## src/rtl/ps2_key_controller.sv

```systemverilog
// PS/2 keyboard receiver: pin synchronisation, 11-bit frame deframing with parity/stop checks,
// E0/F0 prefix folding into key events, and a small first-word-fall-through event FIFO.
module ps2_key_controller #(
  parameter int FIFO_AW        = 2,
  parameter int TIMEOUT_CYCLES = 2000
) (
  input  logic       Clock,
  input  logic       Reset,
  input  logic       PS2_CLK,
  input  logic       PS2_DATA,
  input  logic       iRead,
  output logic       oValid,
  output logic [7:0] oKeyCode,
  output logic       oBreak,
  output logic       oExtended,
  output logic       oParityErr,
  output logic       oFrameErr,
  output logic       oOverflow
);

  localparam int DEPTH = 1 << FIFO_AW;
  localparam int TW    = $clog2(TIMEOUT_CYCLES + 1);

  typedef enum logic [1:0] {S_IDLE, S_DATA, S_PARITY, S_STOP} frame_state_t;

  logic ps2_clk_s1_reg, ps2_clk_s2_reg, ps2_clk_prev_reg;
  logic ps2_data_s1_reg, ps2_data_s2_reg;
  logic fall_edge;

  always_ff @(posedge Clock) begin
    if (Reset) begin
      ps2_clk_s1_reg   <= 1'b0;
      ps2_clk_s2_reg   <= 1'b0;
      ps2_clk_prev_reg <= 1'b0;
      ps2_data_s1_reg  <= 1'b0;
      ps2_data_s2_reg  <= 1'b0;
    end else begin
      ps2_clk_s1_reg   <= PS2_CLK;
      ps2_clk_s2_reg   <= ps2_clk_s1_reg;
      ps2_clk_prev_reg <= ps2_clk_s2_reg;
      ps2_data_s1_reg  <= PS2_DATA;
      ps2_data_s2_reg  <= ps2_data_s1_reg;
    end
  end

  assign fall_edge = ps2_clk_prev_reg & ~ps2_clk_s2_reg;

  frame_state_t   state_reg, state_next;
  logic [2:0]     bit_cnt_reg, bit_cnt_next;
  logic [7:0]     shift_reg, shift_next;
  logic           parity_bit_reg, parity_bit_next;
  logic [TW-1:0]  timeout_cnt_reg, timeout_cnt_next;
  logic           byte_strobe_reg, byte_strobe_next;
  logic           parity_err_reg, parity_err_next;
  logic           frame_err_reg, frame_err_next;

  always_ff @(posedge Clock) begin
    if (Reset) begin
      state_reg       <= S_IDLE;
      bit_cnt_reg     <= 3'd0;
      shift_reg       <= 8'h00;
      parity_bit_reg  <= 1'b0;
      timeout_cnt_reg <= '0;
      byte_strobe_reg <= 1'b0;
      parity_err_reg  <= 1'b0;
      frame_err_reg   <= 1'b0;
    end else begin
      state_reg       <= state_next;
      bit_cnt_reg     <= bit_cnt_next;
      shift_reg       <= shift_next;
      parity_bit_reg  <= parity_bit_next;
      timeout_cnt_reg <= timeout_cnt_next;
      byte_strobe_reg <= byte_strobe_next;
      parity_err_reg  <= parity_err_next;
      frame_err_reg   <= frame_err_next;
    end
  end

  always_comb begin
    state_next       = state_reg;
    bit_cnt_next     = bit_cnt_reg;
    shift_next       = shift_reg;
    parity_bit_next  = parity_bit_reg;
    timeout_cnt_next = timeout_cnt_reg;
    byte_strobe_next = 1'b0;
    parity_err_next  = 1'b0;
    frame_err_next   = 1'b0;

    // Watchdog only runs while a frame is in progress and no edge arrives
    if (state_reg == S_IDLE || fall_edge) begin
      timeout_cnt_next = '0;
    end else if (timeout_cnt_reg == TW'(TIMEOUT_CYCLES - 1)) begin
      timeout_cnt_next = '0;
      state_next       = S_IDLE;
      frame_err_next   = 1'b1;
    end else begin
      timeout_cnt_next = timeout_cnt_reg + 1'b1;
    end

    if (fall_edge) begin
      case (state_reg)
        S_IDLE: begin
          if (!ps2_data_s2_reg) begin
            state_next   = S_DATA;
            bit_cnt_next = 3'd0;
          end
        end
        S_DATA: begin
          shift_next   = {ps2_data_s2_reg, shift_reg[7:1]};
          bit_cnt_next = bit_cnt_reg + 3'd1;
          if (bit_cnt_reg == 3'd7) state_next = S_PARITY;
        end
        S_PARITY: begin
          parity_bit_next = ps2_data_s2_reg;
          state_next      = S_STOP;
        end
        S_STOP: begin
          if (!(^{shift_reg, parity_bit_reg})) parity_err_next = 1'b1;
          else if (!ps2_data_s2_reg)           frame_err_next  = 1'b1;
          else                                 byte_strobe_next = 1'b1;
          state_next = S_IDLE;
        end
        default: state_next = S_IDLE;
      endcase
    end
  end

  logic       ext_pend_reg, break_pend_reg;
  logic       is_prefix;
  logic       push;
  logic [9:0] push_data;

  assign is_prefix = (shift_reg == 8'hE0) || (shift_reg == 8'hF0);
  assign push      = byte_strobe_reg & ~is_prefix;
  assign push_data = {ext_pend_reg, break_pend_reg, shift_reg};

  always_ff @(posedge Clock) begin
    if (Reset) begin
      ext_pend_reg   <= 1'b0;
      break_pend_reg <= 1'b0;
    end else if (parity_err_reg || frame_err_reg) begin
      ext_pend_reg   <= 1'b0;
      break_pend_reg <= 1'b0;
    end else if (byte_strobe_reg) begin
      if (shift_reg == 8'hE0) begin
        ext_pend_reg <= 1'b1;
      end else if (shift_reg == 8'hF0) begin
        break_pend_reg <= 1'b1;
      end else begin
        ext_pend_reg   <= 1'b0;
        break_pend_reg <= 1'b0;
      end
    end
  end

  logic [9:0]         fifo_mem [DEPTH];
  logic [FIFO_AW-1:0] wr_ptr_reg, rd_ptr_reg;
  logic [FIFO_AW:0]   count_reg;
  logic               overflow_reg;
  logic               empty, full, pop, wr_en, drop;
  logic [9:0]         head;

  assign empty = (count_reg == '0);
  assign full  = (count_reg == (FIFO_AW + 1)'(DEPTH));
  assign pop   = iRead & ~empty;
  // A pop in the same cycle frees the slot, so a full FIFO can still accept
  assign wr_en = push & (~full | pop);
  assign drop  = push & full & ~pop;

  always_ff @(posedge Clock) begin
    if (wr_en) fifo_mem[wr_ptr_reg] <= push_data;
  end

  always_ff @(posedge Clock) begin
    if (Reset) begin
      wr_ptr_reg   <= '0;
      rd_ptr_reg   <= '0;
      count_reg    <= '0;
      overflow_reg <= 1'b0;
    end else begin
      if (wr_en) wr_ptr_reg <= wr_ptr_reg + 1'b1;
      if (pop)   rd_ptr_reg <= rd_ptr_reg + 1'b1;
      case ({wr_en, pop})
        2'b10:   count_reg <= count_reg + 1'b1;
        2'b01:   count_reg <= count_reg - 1'b1;
        default: count_reg <= count_reg;
      endcase
      if (drop) overflow_reg <= 1'b1;
    end
  end

  assign head       = fifo_mem[rd_ptr_reg];
  assign oValid     = ~empty;
  assign oKeyCode   = oValid ? head[7:0] : 8'h00;
  assign oBreak     = oValid & head[8];
  assign oExtended  = oValid & head[9];
  assign oParityErr = parity_err_reg;
  assign oFrameErr  = frame_err_reg;
  assign oOverflow  = overflow_reg;

endmodule

```

## config.mk

```make
export PLATFORM = sky130hd
export DESIGN_NAME = ps2_key_controller
export DESIGN_NICKNAME = d
export VERILOG_FILES = /design/src/rtl/ps2_key_controller.sv
export SDC_FILE = /design/constraint.sdc
export NUM_CORES = 1
export LEC_CHECK = 0
export CAP_MARGIN = 20
export CORE_UTILIZATION = 42
export DETAILED_ROUTE_END_ITERATION = 12
export SYNTH_ARGS = -nofsm -noshare
export SYNTH_HDL_FRONTEND = slang
export SYNTH_SLANG_ARGS = --single-unit
```

## constraint.sdc

```tcl
create_clock -name Clock -period 3.3 [get_ports Clock]
set_input_delay 0.66 -clock Clock [delete_from_list [all_inputs] [get_ports Clock]]
set_output_delay 0.66 -clock Clock [all_outputs]
set_load 0.02 [all_outputs]
```

==> impl_metrics.env <==
export IMPL_status="finished clean"
export IMPL_fp_dieW_um=92.5
export IMPL_syn_nets=290
export IMPL_dpl_cell_area_mm2=0.00372
export IMPL_cts_max_level=3
export IMPL_path_delay_family="buffers and inverters"
export IMPL_die_y_um=92.5
export IMPL_grt_max_degree=32
export IMPL_drtPass1Iterations=4
export IMPL_min_delay_path_depth=1
export IMPL_place_congestion=0.786
export IMPL_rows=32
export IMPL_root_buffer="clkbuf_8"
export IMPL_tns_ns=0
export IMPL_r2r_cells=7
export IMPL_ys_seq_elements=85
export IMPL_period_needed_ns=2.79
export IMPL_dpl_hpwl_um=3570
export IMPL_hold_class="register to register"
export IMPL_syn_to_final_growth_pct=14.4
export IMPL_cp_cell_sequence="buf_4, mux4_2, and2_1, clkdlybuf4s50_1"
export IMPL_clkSinkCount=85
export IMPL_cts_tree="done"
export IMPL_vias=1939
export IMPL_grt_pass1_vias=1900
export IMPL_start_util_pct=44.0
export IMPL_slew_viol_final=0
export IMPL_slowest_delay_ns=0.53
export IMPL_antenna_found_initial=0
export IMPL_cts_buffers=9
export IMPL_cp_arrival_ns=2.13
export IMPL_power_density_mw_per_mm2=643
export IMPL_multi_input_area_mm2=0.00126
export IMPL_clk_latency_ns=0.35
export IMPL_critPathMaxFanout=10
export IMPL_grt_usage_pct=14.6
export IMPL_clk_path_buf_depth=2
export IMPL_ctsResizeCount=0
export IMPL_cp_depth=4
export IMPL_syn_area_per_cell_um2=12.4
export IMPL_worstPathRequired_ns=2.64
export IMPL_start_kind="register"
export IMPL_p_leak_nw=1.33
export IMPL_critPathBufInv=2
export IMPL_fin_crit_sh_pct=84.6
export IMPL_cap_viol_max_count=0
export IMPL_portBuffers=18
export IMPL_core_mm2=0.00781
export IMPL_synth_warnings=0
export IMPL_grtUsageMet2_pct=22.1
export IMPL_synth_area_mm2=0.00344
export IMPL_grt_overflow=0
export IMPL_postCtsHoldBufs=0
export IMPL_max_clock_freq_ghz=0.358
export IMPL_fin_area_mm2=0.00393
export IMPL_setup_violations=0
export IMPL_drt_iter0_markers=116
export IMPL_largest_reg_flops=40
export IMPL_drc=0
export IMPL_synth_top_area_share_pct=34.9
export IMPL_worst_pin_slew_ns=0.695
export IMPL_clk_pin_slew_ns=0.09
export IMPL_drive_gt1_share_pct=11.3
export IMPL_synth_top_area_cell="edfxtp_1"
export IMPL_synth_cell_type_count=43
export IMPL_post_cts_buffers=0
export IMPL_viasPerCell=4.80
export IMPL_slew_headroom_pct=53.6
export IMPL_grt_busiest_layer="met2"
export IMPL_slowest_stage="mux4_2"
export IMPL_use_met3_pct=3.94
export IMPL_drt_total_wl_um=5500
export IMPL_yosysSeqAreaShare_pct=61.1
export IMPL_grt_first_pass_wirelength_um=9320
export IMPL_synthCells=277
export IMPL_wl_per_cell_um=13.6
export IMPL_crit_path_end_kind="output port"
export IMPL_ios=19
export IMPL_synth_area_leaders="edfxtp_1 35%, dfxtp_1 26%, mux4_2 6.6%"
export IMPL_layout_nets=310
export IMPL_dieArea_mm2=0.00855
export IMPL_critPathKind="register to output port"
export IMPL_fillCellCount=696
export IMPL_met1_usage_pct=19.4
export IMPL_hold_viol=0
export IMPL_regArea_mm2=0.00210
export IMPL_antenna_cells=0
export IMPL_fin_skew_ns=0.0102
export IMPL_rsz0062_at_grt="no"
export IMPL_final_antenna_net_count=0
export IMPL_vdd_drop_max_uv=206
[synthesized netlist by cell type]
cell       n
xnor2_1   15
ha_1       7
o22ai_1    1
and2_1    16
edfxtp_1  40
nand4_1    2
nand4b_1   2
or4_1      1
inv_2      1
or3_1      2
a31oi_1    1
fa_1       1
nand2_1   26
buf_2      2
mux4_2    10
o311ai_1   1
mux2i_1    2
o21a_1     1
inv_1      8
nand3_1    4
or4b_1     1
nor2b_1    8
o211ai_1   1
xor2_1     4
mux2_1     1
nand2b_1   1
nor4_1     1
mux2_4     1
buf_1      2
and3_1     5
or4_4      1
nor2_1    30
nor3b_2    1
nor3_1     1
o211a_4    1
clkbuf_1   7
nand3b_1   1
o21ai_1    2
a211oi_2   1
xnor3_1    1
a21oi_1   17
dfxtp_1   45
nor4b_1    1
[routing by layer]
layer  vias up  routed length [µm]
met5         -                   0
met4         0                 101
met3         9                 165
met2        26                2460
met1       897                2780
li1       1007                   -
[logic make-up after synthesis]
logic type | Yosys count | share of synthesized area (%)
multiplexers | 14 | 7.90
buffers and inverters | 20 | 2.26
XOR/XNOR | 20 | 5.49
AO/OA/AOI/OAI | 26 | 4.69
adder cells (fa/ha/maj) | 8 | 3.13
AND/OR/NAND/NOR | 104 | 15.4
flip-flops | 85 | 61.1
[cells in the final DEF, fill, tap and decap left out, types with 2 or more instances in the layout]
cell             netlist  layout
a21oi_1               17      17
and2_1                16      16
and3_1                 5       5
buf_4                  0       2
clkbuf_8               0       9
clkdlybuf4s50_1        0      18
clkinv_2               0       2
dfxtp_1               45      45
edfxtp_1              40      40
ha_1                   7       7
inv_1                  8       8
mux2i_1                2       2
mux4_2                10      10
nand2_1               26      26
nand3_1                4       4
nand4_1                2       2
nand4b_1               2       2
nor2_1                30      30
nor2b_1                8       8
o21ai_1                2       2
or3_1                  2       2
xnor2_1               15      15
xor2_1                 4       4
[path summary, 6_finish.rpt]
kind	endpoint	slack [ns]	startpoint
worst max-delay path	oKeyCode[1]	0.51	register
worst min-delay path	ps2_clk_s2_reg$_SDFF_PP0_	0.44	ps2_clk_s1_reg$_SDFF_PP0_
worst max register to register	count_reg[2]$_SDFFE_PP0P_	0.76	shift_reg[0]$_SDFFE_PP0P_
worst min register to register	ps2_clk_s2_reg$_SDFF_PP0_	0.44	ps2_clk_s1_reg$_SDFF_PP0_
[through the flow]
stage / instances / total power, mW / setup slack [ns] / hold WS (ns) / utilization (%)
floorplan: 277 / 1.57 / 0.959 / 0.413 / -
global placement: 388 / 1.77 / 0.632 / 0.416 / 47.6
detailed placement: 388 / 1.78 / 0.591 / 0.428 / 47.6
CTS: 404 / 2.56 / 0.461 / 0.447 / 50.4
global route: 404 / 2.65 / 0.392 / 0.455 / 50.4
finish: 404 / 2.53 / 0.507 / 0.443 / 50.4
[area by class of cell]
| class | count | share of cell area, % |
|---|---|---|
| clock buffers | 10 | 3.78 |
| clock inverters | 6 | 1.72 |
| inverters | 9 | 0.859 |
| multi-input cells | 172 | 32.0 |
| flip-flops and latches | 85 | 53.4 |
| well taps | 102 | 3.24 |
| repair buffers | 20 | 4.96 |
[power breakdown]
group / switching [mW] / total (mW) / internal [mW]
combinational: 0.288 / 0.594 / 0.306
clock: 0.380 / 0.781 / 0.401
sequential: 0.0288 / 1.15 / 1.12
(Power assumes the default switching activity.)
